<file path="src/rtl/miriscv_bus_arbiter.sv">
// Two-master bus arbiter with lock support and one-cycle completion.
// Define MIRISCV_ARB_ROUND_ROBIN_EN for round-robin tie-break (default: m0 wins).
module miriscv_bus_arbiter #(
  parameter int LOCK_MAX = 8
) (
  input  logic        clk,
  input  logic        reset,
  input  logic        m0_req_i,
  input  logic        m0_we_i,
  input  logic [3:0]  m0_be_i,
  input  logic [31:0] m0_addr_i,
  input  logic [31:0] m0_wdata_i,
  input  logic        m0_lock_i,
  output logic        m0_gnt_o,
  output logic        m0_rvalid_o,
  output logic [31:0] m0_rdata_o,
  input  logic        m1_req_i,
  input  logic        m1_we_i,
  input  logic [3:0]  m1_be_i,
  input  logic [31:0] m1_addr_i,
  input  logic [31:0] m1_wdata_i,
  input  logic        m1_lock_i,
  output logic        m1_gnt_o,
  output logic        m1_rvalid_o,
  output logic [31:0] m1_rdata_o,
  output logic        s_req_o,
  output logic        s_we_o,
  output logic [3:0]  s_be_o,
  output logic [31:0] s_addr_o,
  output logic [31:0] s_wdata_o,
  input  logic [31:0] s_rdata_i
);

  typedef enum logic [1:0] {
    IDLE  = 2'd0,
    LOCK0 = 2'd1,
    LOCK1 = 2'd2
  } state_t;

  localparam logic [7:0] LOCK_MAX_C = 8'(LOCK_MAX);

  state_t     state_q, state_d;
  logic [7:0] cnt_q, cnt_d;
  logic       last_grant_q;
  logic       rvalid_q;
  logic       owner_q;
  logic       g0, g1;
  logic       hold;
  logic       tie_to_m1;

`ifdef MIRISCV_ARB_ROUND_ROBIN_EN
  assign tie_to_m1 = ~last_grant_q;
`else
  assign tie_to_m1 = 1'b0;
`endif

  always_comb begin
    g0      = 1'b0;
    g1      = 1'b0;
    hold    = 1'b0;
    state_d = state_q;
    cnt_d   = cnt_q;
    unique case (state_q)
      LOCK0: begin
        if (m0_req_i && m0_lock_i && cnt_q < LOCK_MAX_C) begin
          hold = 1'b1;
          g0   = 1'b1;
        end else begin
          // lock holder drops to lowest priority on exit
          g1 = m1_req_i;
          g0 = m0_req_i & ~m1_req_i;
        end
      end
      LOCK1: begin
        if (m1_req_i && m1_lock_i && cnt_q < LOCK_MAX_C) begin
          hold = 1'b1;
          g1   = 1'b1;
        end else begin
          g0 = m0_req_i;
          g1 = m1_req_i & ~m0_req_i;
        end
      end
      default: begin
        g0 = m0_req_i & (~m1_req_i | ~tie_to_m1);
        g1 = m1_req_i & (~m0_req_i | tie_to_m1);
      end
    endcase
    if (hold) begin
      cnt_d = cnt_q + 8'd1;
    end else if (g0 && m0_lock_i) begin
      state_d = LOCK0;
      cnt_d   = 8'd1;
    end else if (g1 && m1_lock_i) begin
      state_d = LOCK1;
      cnt_d   = 8'd1;
    end else begin
      state_d = IDLE;
      cnt_d   = 8'd0;
    end
    if (reset) begin
      g0 = 1'b0;
      g1 = 1'b0;
    end
  end

  always_ff @(posedge clk) begin
    if (reset) begin
      state_q      <= IDLE;
      cnt_q        <= 8'd0;
      last_grant_q <= 1'b1;
      rvalid_q     <= 1'b0;
      owner_q      <= 1'b0;
    end else begin
      state_q  <= state_d;
      cnt_q    <= cnt_d;
      rvalid_q <= g0 | g1;
      owner_q  <= g1;
      if (g0 || g1) last_grant_q <= g1;
    end
  end

  assign m0_gnt_o    = g0;
  assign m1_gnt_o    = g1;
  assign m0_rvalid_o = rvalid_q & ~owner_q & ~reset;
  assign m1_rvalid_o = rvalid_q & owner_q & ~reset;
  assign m0_rdata_o  = m0_rvalid_o ? s_rdata_i : 32'd0;
  assign m1_rdata_o  = m1_rvalid_o ? s_rdata_i : 32'd0;

  assign s_req_o   = g0 | g1;
  assign s_we_o    = g0 ? m0_we_i    : (g1 ? m1_we_i    : 1'b0);
  assign s_be_o    = g0 ? m0_be_i    : (g1 ? m1_be_i    : 4'd0);
  assign s_addr_o  = g0 ? m0_addr_i  : (g1 ? m1_addr_i  : 32'd0);
  assign s_wdata_o = g0 ? m0_wdata_i : (g1 ? m1_wdata_i : 32'd0);

endmodule

</file>
<file path="config.mk">
export PLATFORM = sky130hd
export DESIGN_NAME = miriscv_bus_arbiter
export DESIGN_NICKNAME = d
export VERILOG_FILES = /design/src/rtl/miriscv_bus_arbiter.sv
export SDC_FILE = /design/constraint.sdc
export NUM_CORES = 1
export LEC_CHECK = 0
export CORE_AREA = 10 10 114 116
export DETAILED_ROUTE_END_ITERATION = 10
export DIE_AREA = 0 0 124 126
export GPL_TIMING_DRIVEN = 0
export PLACE_DENSITY = 0.88
export SLEW_MARGIN = 20
export SYNTH_ARGS = -nofsm -noshare
export SYNTH_HDL_FRONTEND = slang
export SYNTH_SLANG_ARGS = --single-unit
</file>
<file path="constraint.sdc">
create_clock -name clk -period 2.64 [get_ports clk]
set_input_delay 0.264 -clock clk [delete_from_list [all_inputs] [get_ports clk]]
set_output_delay 0.264 -clock clk [all_outputs]
set_load 0.03 [all_outputs]
</file>
==> metrics.txt <==
outcome=finished with violations; violated checks=negative setup slack; Fmax=363 MHz; CTS root buffer=clkbuf_8; Final WS setup=-112 ps; final worst clock skew=0.393 ps; Gate Count Post-Synth=385; DRC=0; remaining antenna violation count=0; fillers=749; mean post-synth cell area=7.19 µm²; crit path time final=2750 ps; Hold Crit Class=flop to flop; CTS Buf Count=3; CP cell instances=or4_4 -> buf_6 -> nor3_4 -> buf_6 -> buf_12 -> buf_12 -> o311ai_4 -> mux2i_2 -> buf_6; WL/cell=24.1 µm; WS Path Type=flop to output pin; FF/Latch Area=243 µm²; GR Overflow Total=0; pin count of the biggest net entering global routing=11; Initial Util=0.259; core area=10700 µm²; worst vdd ir=0.000165 V; post-route clock period utilization=1.04; RSZ-0062 raised after global routing=true; Clock Latency Late Sink=250 ps; Die ar.=15600 µm²; synthesized flop and latch total=12; Pleak=0.00350 µW; Sink Count=12; most common cell after layout, fill and taps aside=clkdlybuf4s50_1; Setup crit end kind=output pin; Worst slew margin=0.644; Critical Path RT=2380 ps; hpwl dp=15400 µm; area taken by multi-input logic gates=3330 µm²; Synth cell types=37; post-route cell area=7780 µm²; Design Power=1480 µW; routability cong.=0.937; CP delay by family, top=simple AND/OR/NAND/NOR gates; Vias=4672; clock slew at reported path FFs=50 ps; post-synthesis sequential area ratio=0.0868; Initial DRC Count=201; PortBufs=313; pwr dens=190 nW/µm²; synthesized area=2770 µm²; fin. max-slew vios=0; initial antenna violation count=1; share of layout cells above drive strength 1=0.316; H-tree depth=1; TritonCTS clock tree=built; Routed Wire Length=21000 µm; Fin. Hold Viols=0; Die Y-Extent=126 µm; total negative slack=-2500 ps; IO Count=314; Max Root-Sink Buffers=2; Worst path most repeated cell=buf_6; most frequent cells in the layout=clkdlybuf4s50_1, buf_4, nand2_1, and2_1, mux2i_1; Worst path slowest cell=or4_4; Die X=124 µm; Final Util=0.727; first-pass GRT wire length=28500 µm; Ys Warns=0; Buf+Inv Stages, Crit Path=5; critical path arrival=2490 ps; Worst Setup Start Kind=flop; DRT Pass-1 Iters=4; max-capacitance violation count=0; All-Layer GR Usage=0.232; Post-DP Area=6100 µm²; Finish-stage setup viols=58; vias in the first global route=4887; worst stage delay on the critical path=600 ps; Core Rows=38; nets@finish=908; Syn-to-layout area delta=181%; worst-path maximum fanout=10; DR vias/cell=5.38; Slew @ Worst Pin=531 ps
-- routing by layer --
| layer | wire length [µm] | vias up | track usage |
|---|---|---|---|
| met5 | 0 | - | 0 |
| met1 | 7200 | 2243 | 0.227 |
| met4 | 612 | 0 | 0.0644 |
| met3 | 2070 | 41 | 0.0786 |
| met2 | 11100 | 247 | 0.442 |
| li1 | - | 2141 | - |
-- synthesized netlist by cell type (all sizes together) --
master   instances  area [µm²]
nand2b           1        6.26
and2            67         419
a31o             1        8.76
inv              4        15.0
buf             15        67.6
a31oi            1        6.26
o311ai          70         613
xnor2            1        8.76
and3             2        12.5
a32o             1        10.0
dfxtp           12         240
nand3            3        15.0
nor2             2        7.51
a21oi            2        10.0
ha               3        37.5
nor4b            1        8.76
a211oi           1        7.51
or3              1        11.3
nand2           72         270
nor2b            1        6.26
o21a             2        15.0
clkbuf          37         148
xor2             1        8.76
o311a            1        21.3
mux2i           69         691
a211o            1        8.76
conb             1        3.75
a2111oi          2        17.5
o22ai            1        6.26
or4              1        7.51
nand4b           2        17.5
nor3b            2        15.0
nor3             4        25.0
-- area by class of cell --
| type | count | area share |
|---|---|---|
| repair buffers | 336 | 0.430 |
| diodes | 2 | 0.000643 |
| clock buffers | 3 | 0.00531 |
| multi-input cells | 321 | 0.428 |
| flip-flops and latches | 12 | 0.0312 |
| well taps | 140 | 0.0225 |
| plain buffers | 51 | 0.0796 |
| inverters | 4 | 0.00193 |
-- what timing repair did --
item | 4_1_cts | 5_1_grt
gates resized for setup | 686 | 145
pin swaps | 25 | 33
gates cloned | 4 | 7
hold endpoints to repair | 0 | 0
hold buffers | 0 | 0
setup endpoints to repair | 126 | 113
buffers inserted | 7 | 5
-- power by group --
part | internal [µW] | switching [µW] | leakage (µW) | total, µW
clock | 101 | 68.6 | 0.0000216 | 169
combinational | 551 | 560 | 0.00337 | 1110
sequential | 189 | 7.23 | 0.0000990 | 197
total | 841 | 636 | 0.00350 | 1480
-- final timing paths --
check / start / to / slack, ps / depth (start not counted)
max: cnt_q[4]$_SDFF_PP0_ / s_wdata_o[14] / -110 / 9
min: state_q[0]$_SDFFE_PP0N_ / state_q[0]$_SDFFE_PP0N_ / 490 / 2
max reg2reg: state_q[0]$_SDFFE_PP0N_ / state_q[1]$_SDFFE_PP0N_ / 420 / 8
min reg2reg: state_q[0]$_SDFFE_PP0N_ / state_q[0]$_SDFFE_PP0N_ / 490 / 2
-- metrics by stage --
stage	cells	worst slack (ps)	hold slack [ps]
floorplan	388	133	333
global placement	841	-1300	466
detailed placement	842	-1080	474
CTS	856	-104	482
global route	868	-159	522
finish	869	-112	485
-- registers in the layout (all words and copies together), names as in the netlist --
signal and count:
cnt_q 8, rvalid_q 1, owner_q 1, state_q 2
-- cell families (layout without fill, tap and decap cells) --
group	after synthesis	count (layout)	synth area share
compound gates	83	84	0.262
xor+xnor	2	2	0.00633
fa+ha+maj	3	3	0.0136
buf+inv	56	394	0.0832
flops	12	12	0.0868
mux	69	69	0.250
other cells	1	6	0.00136
simple gates	159	159	0.297
-- worst reg2reg max path, cell delays in order (launching register included) --
cell and delay, ps:
dfxtp_1 350, inv_1 80, ha_4 260, nand4b_1 250, buf_4 190, buf_4 140
a211oi_1 490, a2111oi_0 150, a32o_1 220
No activity file was read; power rests on OpenSTA's default activity.
==> variant, RTL diff (config.mk and constraints unchanged) <==
Add a define of `MIRISCV_ARB_ROUND_ROBIN_EN`.
--- a/src/rtl/miriscv_bus_arbiter.sv
+++ b/src/rtl/miriscv_bus_arbiter.sv
@@ -1,5 +1,7 @@
 // Two-master bus arbiter with lock support and one-cycle completion.
 // Define MIRISCV_ARB_ROUND_ROBIN_EN for round-robin tie-break (default: m0 wins).
+`define MIRISCV_ARB_ROUND_ROBIN_EN
+
 module miriscv_bus_arbiter #(
   parameter int LOCK_MAX = 8
 ) (
Formal check against the unedited RTL: not equivalent (a bounded check fails within 4 cycles, from zero or initial values and one cycle with reset high).
==> variant against the unedited design <==
The run still ends with negative setup slack left; total power rose by 21%; largest power group unchanged; final area is 26% lower; sequential cell count increased by 1; critical path type unchanged; core utilization decreased by 19 points; register-to-register slack about the same; synthesized area fell by 35%; global-route usage shrank 6.5 points; first-iteration DRC count fell by 60%; worst setup slack got worse by 0.052 ns; via count fell by 33%; cell count fell by 20%; routed wire length down 27%; count of clock-buffer cells in the layout increased by 1.
==> variant: results (changes against the unedited design) <==
Global route
  • Initial antenna violation count: 0 (-1)
  • Routing usage on met2: 33.8% (-10 points)
  • Gr usage total: 16.7% (-6.5 points)
  • Vias in the first global route: 3,178 (-35%)
  • Met1 usage: 16.3% (-6.4 points)
  • Grt met3 use: 4.47% (-3.4 points)
  • First-pass GRT wire length: 20,300 um (-29%)

Route
  • Drt first pass iters: 5 (+1)
  • Routed met1 length: 5210 um (-28%)
  • Met2 wire length: 8670 um (-22%)
  • DRT iter0 DRCs: 81 (-60%)
  • Met3 wire length: 1170 um (-43%)
  • WL/cell: 22.0 um (-8.7%)
  • Via density: 4.48 (-17%)

Power
  • Net load switching power: 0.734 mW (+15%)
  • Leak Pwr: 3.07 nW (-12%)
  • P_int: 1.05 mW (+24%)
  • Peak supply drop: 0.000387 V (+130%)
  • Combinational Power: 1.39 mW (+25%)
  • Clock group: 0.173 mW (+2%)

Timing
  • Final Worst Setup Slack: -0.164 ns (-0.0515 ns)
  • Final setup vio count: 70 (+21%)
  • Setup TNS: -9.19 ns (-6.69 ns)
  • Clk_skew: 0.00601 ns (+0.00562 ns)

Synth
  • Post-synth EDFFs: 0 (unchanged)
  • Synth Flop Type: dfxtp_1
  • Register area share after synthesis: 14.5% (+5.9 points)
  • Adder-Cell Fraction of Synth Area: 2.10% (+0.74 points)
  • Top cells by count, synth: a22o_1 (69), and2_1 (66), dfxtp_1 (13)
  • Complex-gate fraction of the synthesized area: 41.7% (+16 points)
  • Cell count after synthesis: 226 (-41%)
  • Post-Synth XOR/XNOR Area: 0.978% (+0.35 points)
  • Mux cell area share after synthesis: 0% (-25 points)
  • Top cells by area, synth: a22o_1 (34%), and2_1 (23%), dfxtp_1 (15%), buf_4 (2.1%), ha_1 (2.1%)

Setup path
  • Critical Path Fanout Max: 7 (-3)
  • WS Path Type: flop to output port
  • CP Capture Point: s_wdata_o[26]
  • Slowest stage delay, CP: 0.57 ns (-0.03 ns)
  • Worst R2R End: cnt_q[0]
  • Worst EP arrival: 2.54 ns (+0.05 ns)

Placed design
  • DP HPWL: 13,100 um (-15%)
  • Dpl cell area: 5290 um2 (-13%)
  • Placed Instances: 682 (-19%)
  • GPL Wtd Cong: 0.944 (+0.70%)
  • Place WS: -0.919 ns (+0.158 ns)

Cells and area
  • Final Non-Filler Cells: 694 (-20%)
  • Nets: 734 (-19%)
  • Layout cells sized above 1: 33.6% (+1.9 points)
  • Layout fillers: 924 (+23%)
  • N_diodes: 0 (-2)

Outcome
  • Failing checks: negative setup slack
  • Status: finished, violations left
[variant: cell type report]
class,count,area [um2],share of cell area (%)
buffer,22,208,3.59
clock buffer,4,45.0,0.779
inverter,6,22.5,0.390
multi-input combinational,187,1660,28.8
sequential,13,260,4.50
tap,140,175,3.03
timing repair buffer,322,3410,58.9
[variant: repair_timing]
item                       CTS  global route
buffers inserted             5             3
pin swaps                    4             3
setup endpoints to repair  113           115
gates resized for setup    490           105
cloned                       0             2
[variant: worst min path at each step]
stage                     startpoint          to  slack (ns)  cells past startpoint
after global placement    state_q[1]  state_q[1]        0.47                      2
after floorplan            m1_lock_i    cnt_q[0]        0.42                      2
after detailed placement  state_q[1]  state_q[1]        0.48                      2
after CTS                 state_q[1]  state_q[1]        0.49                      2
final                     state_q[1]  state_q[1]        0.50                      2
after global routing        cnt_q[0]    cnt_q[0]        0.53                      1
